File: src/rtl/sl_tx_if.sv
// Bus bundle for sl_transmitter: config access, word handshake and the two SL line outputs.
interface sl_tx_if;
  logic        wr_enable;
  logic [15:0] wr_config_w;
  logic [15:0] r_config_w;
  logic [31:0] data_w;
  logic        tx_start;
  logic        tx_busy;
  logic        tx_done;
  logic        serial_line_zeroes;
  logic        serial_line_ones;

  modport master (
    output wr_enable, wr_config_w, data_w, tx_start,
    input  r_config_w, tx_busy, tx_done, serial_line_zeroes, serial_line_ones
  );

  modport slave (
    input  wr_enable, wr_config_w, data_w, tx_start,
    output r_config_w, tx_busy, tx_done, serial_line_zeroes, serial_line_ones
  );
endinterface

File: src/rtl/sl_transmitter.sv
// SL frame transmitter: 32-bit word sent LSB-first as low pulses, then parity pair and stop marker.
// Define SL_TX_PARITY_INJECT_EN to make config bit [0] invert the transmitted parity pair.
module sl_transmitter #(
  parameter logic [15:0] RESET_CONFIG = 16'h0010
) (
  input logic    clk,
  input logic    rst_n,
  sl_tx_if.slave bus
);

`ifdef SL_TX_PARITY_INJECT_EN
  localparam logic INJ_EN = 1'b1;
`else
  localparam logic INJ_EN = 1'b0;
`endif
  localparam logic [15:0] RST_CFG = {RESET_CONFIG[15:1], RESET_CONFIG[0] & INJ_EN};

  typedef enum logic [3:0] {
    IDLE, BIT_LEAD, BIT_PULSE, BIT_TAIL, PAR_LEAD, PARITY, GAP, STOP, STOP_TAIL
  } state_e;

  state_e      state_q, state_d;
  logic [15:0] cfg_q, cfg_d;
  logic [4:0]  cnt_q, cnt_d;
  logic [5:0]  idx_q, idx_d;
  logic [5:0]  len_q, len_d;
  logic [1:0]  rate_q, rate_d;
  logic [31:0] shift_q, shift_d;
  logic        p0_q, p0_d, p1_q, p1_d;
  logic        sl0_q, sl0_d, sl1_q, sl1_d;
  logic        done_q, done_d;
  logic [5:0]  wr_len;
  logic        wr_ok;
  logic [31:0] mask;
  logic [5:0]  dur;
  logic        last;

  function automatic logic [4:0] half_period(input logic [1:0] rate);
    case (rate)
      2'b00:   half_period = 5'd16;
      2'b01:   half_period = 5'd8;
      default: half_period = 5'd4;
    endcase
  endfunction

  assign wr_len = bus.wr_config_w[6:1];
  assign wr_ok  = !wr_len[0] && (wr_len >= 6'd8) && (wr_len <= 6'd32);
  // Shift by 32 yields zero, so a 32-bit length selects every bit.
  assign mask   = ~(32'hFFFF_FFFF << cfg_q[6:1]);

  always_comb begin
    cfg_d = cfg_q;
    if (bus.wr_enable && wr_ok) cfg_d = {bus.wr_config_w[15:1], bus.wr_config_w[0] & INJ_EN};
  end

  always_comb begin
    dur = {1'b0, half_period(rate_q)};
    if (state_q inside {BIT_PULSE, PARITY, GAP, STOP}) dur = {half_period(rate_q), 1'b0};
    last = ({1'b0, cnt_q} == (dur - 6'd1));
  end

  always_comb begin
    state_d = state_q;
    cnt_d   = cnt_q + 5'd1;
    idx_d   = idx_q;
    len_d   = len_q;
    rate_d  = rate_q;
    shift_d = shift_q;
    p0_d    = p0_q;
    p1_d    = p1_q;
    done_d  = 1'b0;
    case (state_q)
      IDLE: begin
        cnt_d = '0;
        idx_d = '0;
        if (bus.tx_start) begin
          state_d = BIT_LEAD;
          shift_d = bus.data_w;
          len_d   = cfg_q[6:1];
          rate_d  = cfg_q[8:7];
          p0_d    = ~(^(~bus.data_w & mask)) ^ cfg_q[0];
          p1_d    = (^(bus.data_w & mask)) ^ cfg_q[0];
        end
      end
      BIT_LEAD:  if (last) begin state_d = BIT_PULSE; cnt_d = '0; end
      BIT_PULSE: if (last) begin state_d = BIT_TAIL;  cnt_d = '0; end
      BIT_TAIL: if (last) begin
        cnt_d   = '0;
        idx_d   = idx_q + 6'd1;
        shift_d = shift_q >> 1;
        state_d = ((idx_q + 6'd1) == len_q) ? PAR_LEAD : BIT_LEAD;
      end
      PAR_LEAD:  if (last) begin state_d = PARITY;    cnt_d = '0; end
      PARITY:    if (last) begin state_d = GAP;       cnt_d = '0; end
      GAP:       if (last) begin state_d = STOP;      cnt_d = '0; end
      STOP:      if (last) begin state_d = STOP_TAIL; cnt_d = '0; end
      STOP_TAIL: if (last) begin state_d = IDLE; cnt_d = '0; done_d = 1'b1; end
      default:   state_d = IDLE;
    endcase

    // Lines are decoded from the next state so they are registered together with it.
    sl0_d = 1'b1;
    sl1_d = 1'b1;
    case (state_d)
      BIT_PULSE: if (shift_d[0]) sl1_d = 1'b0; else sl0_d = 1'b0;
      PARITY:    begin sl0_d = p0_d; sl1_d = p1_d; end
      STOP:      begin sl0_d = 1'b0; sl1_d = 1'b0; end
      default:   ;
    endcase
  end

  always_ff @(posedge clk or negedge rst_n) begin
    if (!rst_n) begin
      state_q <= IDLE;
      cnt_q   <= '0;
      idx_q   <= '0;
      cfg_q   <= RST_CFG;
      sl0_q   <= 1'b1;
      sl1_q   <= 1'b1;
      done_q  <= 1'b0;
    end else begin
      state_q <= state_d;
      cnt_q   <= cnt_d;
      idx_q   <= idx_d;
      cfg_q   <= cfg_d;
      sl0_q   <= sl0_d;
      sl1_q   <= sl1_d;
      done_q  <= done_d;
    end
  end

  // Frame snapshot: only meaningful while busy, so it carries no reset.
  always_ff @(posedge clk) begin
    shift_q <= shift_d;
    len_q   <= len_d;
    rate_q  <= rate_d;
    p0_q    <= p0_d;
    p1_q    <= p1_d;
  end

  assign bus.r_config_w         = cfg_q;
  assign bus.tx_busy            = (state_q != IDLE);
  assign bus.tx_done            = done_q;
  assign bus.serial_line_zeroes = sl0_q;
  assign bus.serial_line_ones   = sl1_q;

endmodule

File: src/flat_wrapper.sv
// flat-port wrapper written by rule: the top's interface ports become plain ports
module sl_transmitter_flat 
#(
  parameter logic [15:0] RESET_CONFIG = 16'h0010
)
  (clk, rst_n, bus_wr_enable, bus_wr_config_w, bus_data_w, bus_tx_start, bus_r_config_w, bus_tx_busy, bus_tx_done, bus_serial_line_zeroes, bus_serial_line_ones);
  sl_tx_if bus_i ();
  input logic clk;
  input logic rst_n;
  input wire logic [$bits(bus_i.wr_enable)-1:0] bus_wr_enable;
  input wire logic [$bits(bus_i.wr_config_w)-1:0] bus_wr_config_w;
  input wire logic [$bits(bus_i.data_w)-1:0] bus_data_w;
  input wire logic [$bits(bus_i.tx_start)-1:0] bus_tx_start;
  output wire logic [$bits(bus_i.r_config_w)-1:0] bus_r_config_w;
  output wire logic [$bits(bus_i.tx_busy)-1:0] bus_tx_busy;
  output wire logic [$bits(bus_i.tx_done)-1:0] bus_tx_done;
  output wire logic [$bits(bus_i.serial_line_zeroes)-1:0] bus_serial_line_zeroes;
  output wire logic [$bits(bus_i.serial_line_ones)-1:0] bus_serial_line_ones;
  assign bus_i.wr_enable = bus_wr_enable;
  assign bus_i.wr_config_w = bus_wr_config_w;
  assign bus_i.data_w = bus_data_w;
  assign bus_i.tx_start = bus_tx_start;
  assign bus_r_config_w = bus_i.r_config_w;
  assign bus_tx_busy = bus_i.tx_busy;
  assign bus_tx_done = bus_i.tx_done;
  assign bus_serial_line_zeroes = bus_i.serial_line_zeroes;
  assign bus_serial_line_ones = bus_i.serial_line_ones;
  sl_transmitter #(.RESET_CONFIG(RESET_CONFIG)) u_core (.clk(clk), .rst_n(rst_n), .bus(bus_i));
endmodule
File: config.mk
export PLATFORM = sky130hd
export DESIGN_NAME = sl_transmitter_flat
export DESIGN_NICKNAME = d
export VERILOG_FILES = /design/src/rtl/sl_tx_if.sv /design/src/rtl/sl_transmitter.sv /design/src/flat_wrapper.sv
export SDC_FILE = /design/constraint.sdc
export NUM_CORES = 1
export LEC_CHECK = 0
export ABC_AREA = 1
export CORE_MARGIN = 2
export CORE_UTILIZATION = 59
export CTS_CLUSTER_SIZE = 8
export DETAILED_ROUTE_END_ITERATION = 10
export DONT_BUFFER_PORTS = 1
export GPL_ROUTABILITY_DRIVEN = 1
export MAX_ROUTING_LAYER = met4
export PLACE_DENSITY = 0.78
export SLEW_MARGIN = 40
export SYNTH_ARGS = -nofsm -noshare
export SYNTH_HDL_FRONTEND = slang
export SYNTH_SLANG_ARGS = --single-unit
File: constraint.sdc
create_clock -name clk -period 3.4 [get_ports clk]
set_input_delay 0.51 -clock clk [delete_from_list [all_inputs] [get_ports clk]]
set_output_delay 0.51 -clock clk [all_outputs]
set_load 0.02 [all_outputs]
==> insert_results.sql <==
INSERT INTO impl_metrics (metric_group, metric, value, unit) VALUES
('sta', 'period_needed', '2.63', 'ns'),
('die', 'io_pins', '72', ''),
('synth', 'synthDistinctLibCells', '40', ''),
('power', 'switching_power_total', '1.72', 'mW'),
('finish', 'finalNetCount', '922', ''),
('hold_path', 'min-delay-start', 'bus_wr_config_w[9]', ''),
('grt', 'globalRouteTotalUtil', '27.2', '%'),
('power', 'totalPowerFinal', '3.81', 'mW'),
('power', 'power.density_cell_area', '658', 'mW/mm²'),
('power', 'leakage', '3.16', 'nW'),
('grt', 'global_route.peak_usage_layer', 'met2', ''),
('clock_tree', 'numCtsBuffers', '9', ''),
('detailed_routing', 'drt-total-wl', '12900', 'µm'),
('worst_setup_path', 'start_to_end_type_of_the_worst_setup_path', 'register to register', ''),
('power', 'pwr-share-seq', '39.2', '%'),
('sta', 'period_share', '77.4', '%'),
('worst_setup_path', 'cpMaxStageDelayCell', 'sky130_fd_sc_hd__dfstp_2', ''),
('synth', 'synth_top_flop_cell', 'sky130_fd_sc_hd__edfxtp_1', ''),
('clock_tree', 'tritoncts_clock_tree', 'built', ''),
('grt', 'grt_max_degree', '34', ''),
('synth', 'synthAdderAreaFrac', '0.458', '%'),
('worst_setup_path', 'critPathBufInv', '2', ''),
('synth', 'synth-seq-area-share', '37.7', '%'),
('detailed_routing', 'detail_route.wl_per_cell', '13.1', 'µm'),
('detailed_routing', 'detail_route.vias_per_cell', '5.47', ''),
('die', 'core-area', '0.00911', 'mm²'),
('grt', 'antenna_found_initial', '0', ''),
('worst_setup_path', 'critical-path-top-cell-by-count', 'sky130_fd_sc_hd__nand2_1', ''),
('finish', 'postLayoutCoreUtil', '63.6', '%'),
('finish', 'antenna-diode-count', '0', ''),
('clock_tree', 'clk_latency', '0.37', 'ns'),
('grt', 'globalRouteMet1Util', '33.2', '%'),
('grt', 'met2_grt_util', '45.4', '%'),
('worst_setup_path', 'critical_path.reg2reg.startpoint', 'u_core.bus.r_config_w[4]', ''),
('sta', 'report.final.slew_viol_count', '0', ''),
('clock_tree', 'post_cts.repair.setup_buffers', '0', ''),
('synth', 'ys_ff_latch', '75', ''),
('worst_setup_path', 'worst_path_dominant_cell_family', 'simple AND/OR/NAND/NOR gates', ''),
('finish', 'area_delta_synth_final', '5.88', '%'),
('finish', 'drive_gt1_share', '5.96', '%'),
('clock_tree', 'cts.hold.buffers_added', '2', ''),
('finish', 'nFillCells', '838', ''),
('place', 'globalplace.congestion', '0.903', ''),
('clock_tree', 'clkTransAtPathRegs', '0.10', 'ns'),
('sta', 'maxClockFrequency', '380', 'MHz'),
('clock_tree', 'cts.root.buffer_cell', 'sky130_fd_sc_hd__clkbuf_8', ''),
('synth', 'syn_inst', '866', ''),
('die', 'die-width', '100', 'µm'),
('synth', 'synth.cell_area', '0.00547', 'mm²'),
('detailed_routing', 'route.vias.total', '5379', ''),
('detailed_routing', 'drc', '0', ''),
('run', 'drv_cap', '0', ''),
('finish', 'post-route-cell-area', '0.00579', 'mm²'),
('place', 'port_buffers', '0', ''),
('power', 'sw_frac_of_total', '45.2', '%'),
('sta', 'final_hold_viol_count', '0', ''),
('die', 'core.rowCount', '35', ''),
('place', 'hpwl', '9650', 'µm'),
('worst_setup_path', 'crit_arrival', '2.93', 'ns'),
('synth', 'synth-edff-count', '39', ''),
('worst_setup_path', 'crit_chain', 'nand2_1, nand2_1, nand2_1, nor2_1, inv_1, nand2_1, nand2_1, nand2_1, nand2_1, nand2_1, nand2_1, inv_1, nor2_1, nor2_1, nand2_1, nand2_1, nand2_1, nand3_1, nand2_1', ''),
('synth', 'area_fraction_in_compound_gates_after_synthesis', '5.24', '%'),
('power', 'highest_ir_drop_seen_on_vdd', '0.275', 'mV'),
('detailed_routing', 'detail_route.iter0.violations', '317', ''),
('run_status', 'run_status', 'finished, final reports clean', ''),
('sta', 'fin_setup_tns', '0', 'ns'),
('detailed_routing', 'detail-route-antenna-nets', '0', ''),
('synth', 'synth_top_family_by_area', 'simple AND/OR/NAND/NOR gates', ''),
('grt', 'vias_in_the_first_global_route', '4973', ''),
('power', 'power.clock.fraction', '18.5', '%'),
('die', 'initial_utilization', '60.0', '%');
worst register-to-register path, delay by kind of cell (launching register included):
kind | cells | cell delay [ns]
AND/OR/NAND/NOR | 17 | 1.70
flip-flops | 1 | 0.71
buffers and inverters | 2 | 0.17
synth_stat cells (2+ instances only):
cell | count | area share, %
sky130_fd_sc_hd__a21oi_1 | 2 | 0.18
sky130_fd_sc_hd__o21ai_0 | 36 | 3.3
sky130_fd_sc_hd__nand4_1 | 11 | 1.3
sky130_fd_sc_hd__or2_2 | 3 | 0.34
sky130_fd_sc_hd__buf_2 | 5 | 0.46
sky130_fd_sc_hd__clkbuf_1 | 5 | 0.34
sky130_fd_sc_hd__nor2_2 | 2 | 0.23
sky130_fd_sc_hd__nand3_1 | 91 | 8.3
sky130_fd_sc_hd__nor2_4 | 3 | 0.62
sky130_fd_sc_hd__xnor2_1 | 4 | 0.64
sky130_fd_sc_hd__inv_2 | 5 | 0.34
sky130_fd_sc_hd__dfstp_2 | 3 | 1.4
sky130_fd_sc_hd__and2_1 | 2 | 0.23
sky130_fd_sc_hd__nand3b_1 | 4 | 0.55
sky130_fd_sc_hd__nand3_2 | 2 | 0.37
sky130_fd_sc_hd__nand2_1 | 413 | 28
sky130_fd_sc_hd__buf_4 | 4 | 0.55
sky130_fd_sc_hd__a211oi_1 | 2 | 0.27
sky130_fd_sc_hd__inv_1 | 106 | 7.3
sky130_fd_sc_hd__nor2_1 | 55 | 3.8
sky130_fd_sc_hd__xor2_1 | 7 | 1.1
sky130_fd_sc_hd__o21bai_1 | 2 | 0.27
sky130_fd_sc_hd__edfxtp_1 | 39 | 21
sky130_fd_sc_hd__nand2_2 | 9 | 1.0
sky130_fd_sc_hd__ha_1 | 2 | 0.46
sky130_fd_sc_hd__nor3_1 | 2 | 0.18
sky130_fd_sc_hd__o21ai_2 | 2 | 0.32
sky130_fd_sc_hd__dfxtp_1 | 3 | 1.1
sky130_fd_sc_hd__o22ai_1 | 2 | 0.23
sky130_fd_sc_hd__dfrtp_1 | 30 | 14
registers in the layout (all words and copies together) (netlist names):
name / count
u_core.p0_q: 1
u_core.len_q: 6
u_core.bus.tx_done: 1
u_core.state_q: 4
u_core.rate_q: 2
u_core.bus.r_config_w: 15
u_core.idx_q: 6
u_core.bus.serial_line_ones: 1
u_core.cnt_q: 5
u_core.shift_q: 32
u_core.p1_q: 1
u_core.bus.serial_line_zeroes: 1
area by class of cell:
type                            instances  area [µm²]  share of cell area (%)
Tap cell                              111         139                    2.40
Inverter                              112         420                    7.26
Multi-Input combinational cell        664        2910                    50.2
Sequential cell                        75        2060                    35.6
Clock inverter                          7        80.1                    1.38
Clock buffer                            9         124                    2.14
Timing Repair Buffer                    6        60.1                    1.04
cell families after synthesis:
family | after synthesis
muxes | 1
buffers and inverters | 127
other | 1
DFF | 75
xor gates and xnor gates | 11
AOI/OAI and AO/OA | 51
adders and majority gates | 2
and+or+nand+nor | 598
per-layer routing:
metal | part of all wire, % | wire length, µm
met4 | 1.6 | 200
met2 | 49 | 6320
met3 | 5.5 | 714
met1 | 44 | 5660
met5 | 0 | 0
power groups by stage:
stage	sequential, mW	clock (mW)	combinational (mW)
after global routing	1.52	0.741	1.85
after floorplan	1.48	0	1.25
final	1.49	0.704	1.61
after CTS	1.49	0.710	1.60
after global placement	1.50	0	1.50
after detailed placement	1.51	0	1.58
path summary, 6_finish.rpt:
kind	end	slack [ns]	depth (start not counted)
max	u_core.bus.serial_line_ones	0.77	19
min	u_core.bus.r_config_w[9]	0.24	2
max reg2reg	u_core.bus.serial_line_ones	0.77	19
min reg2reg	u_core.cnt_q[0]	0.48	1
max in group asynchronous	u_core.bus.r_config_w[4]	2.54	2
min in group asynchronous	u_core.bus.r_config_w[8]	0.61	2
stage by stage:
step / cells / hold WS [ns] / setup WS (ns)
floorplan: 866 / 0.214 / 0.0107
global placement: 966 / 0.215 / 0.896
detailed placement: 966 / 0.215 / 0.817
CTS: 984 / 0.237 / 0.797
global route: 984 / 0.243 / 0.432
finish: 984 / 0.244 / 0.769
Power figures use the tool's default switching activity.
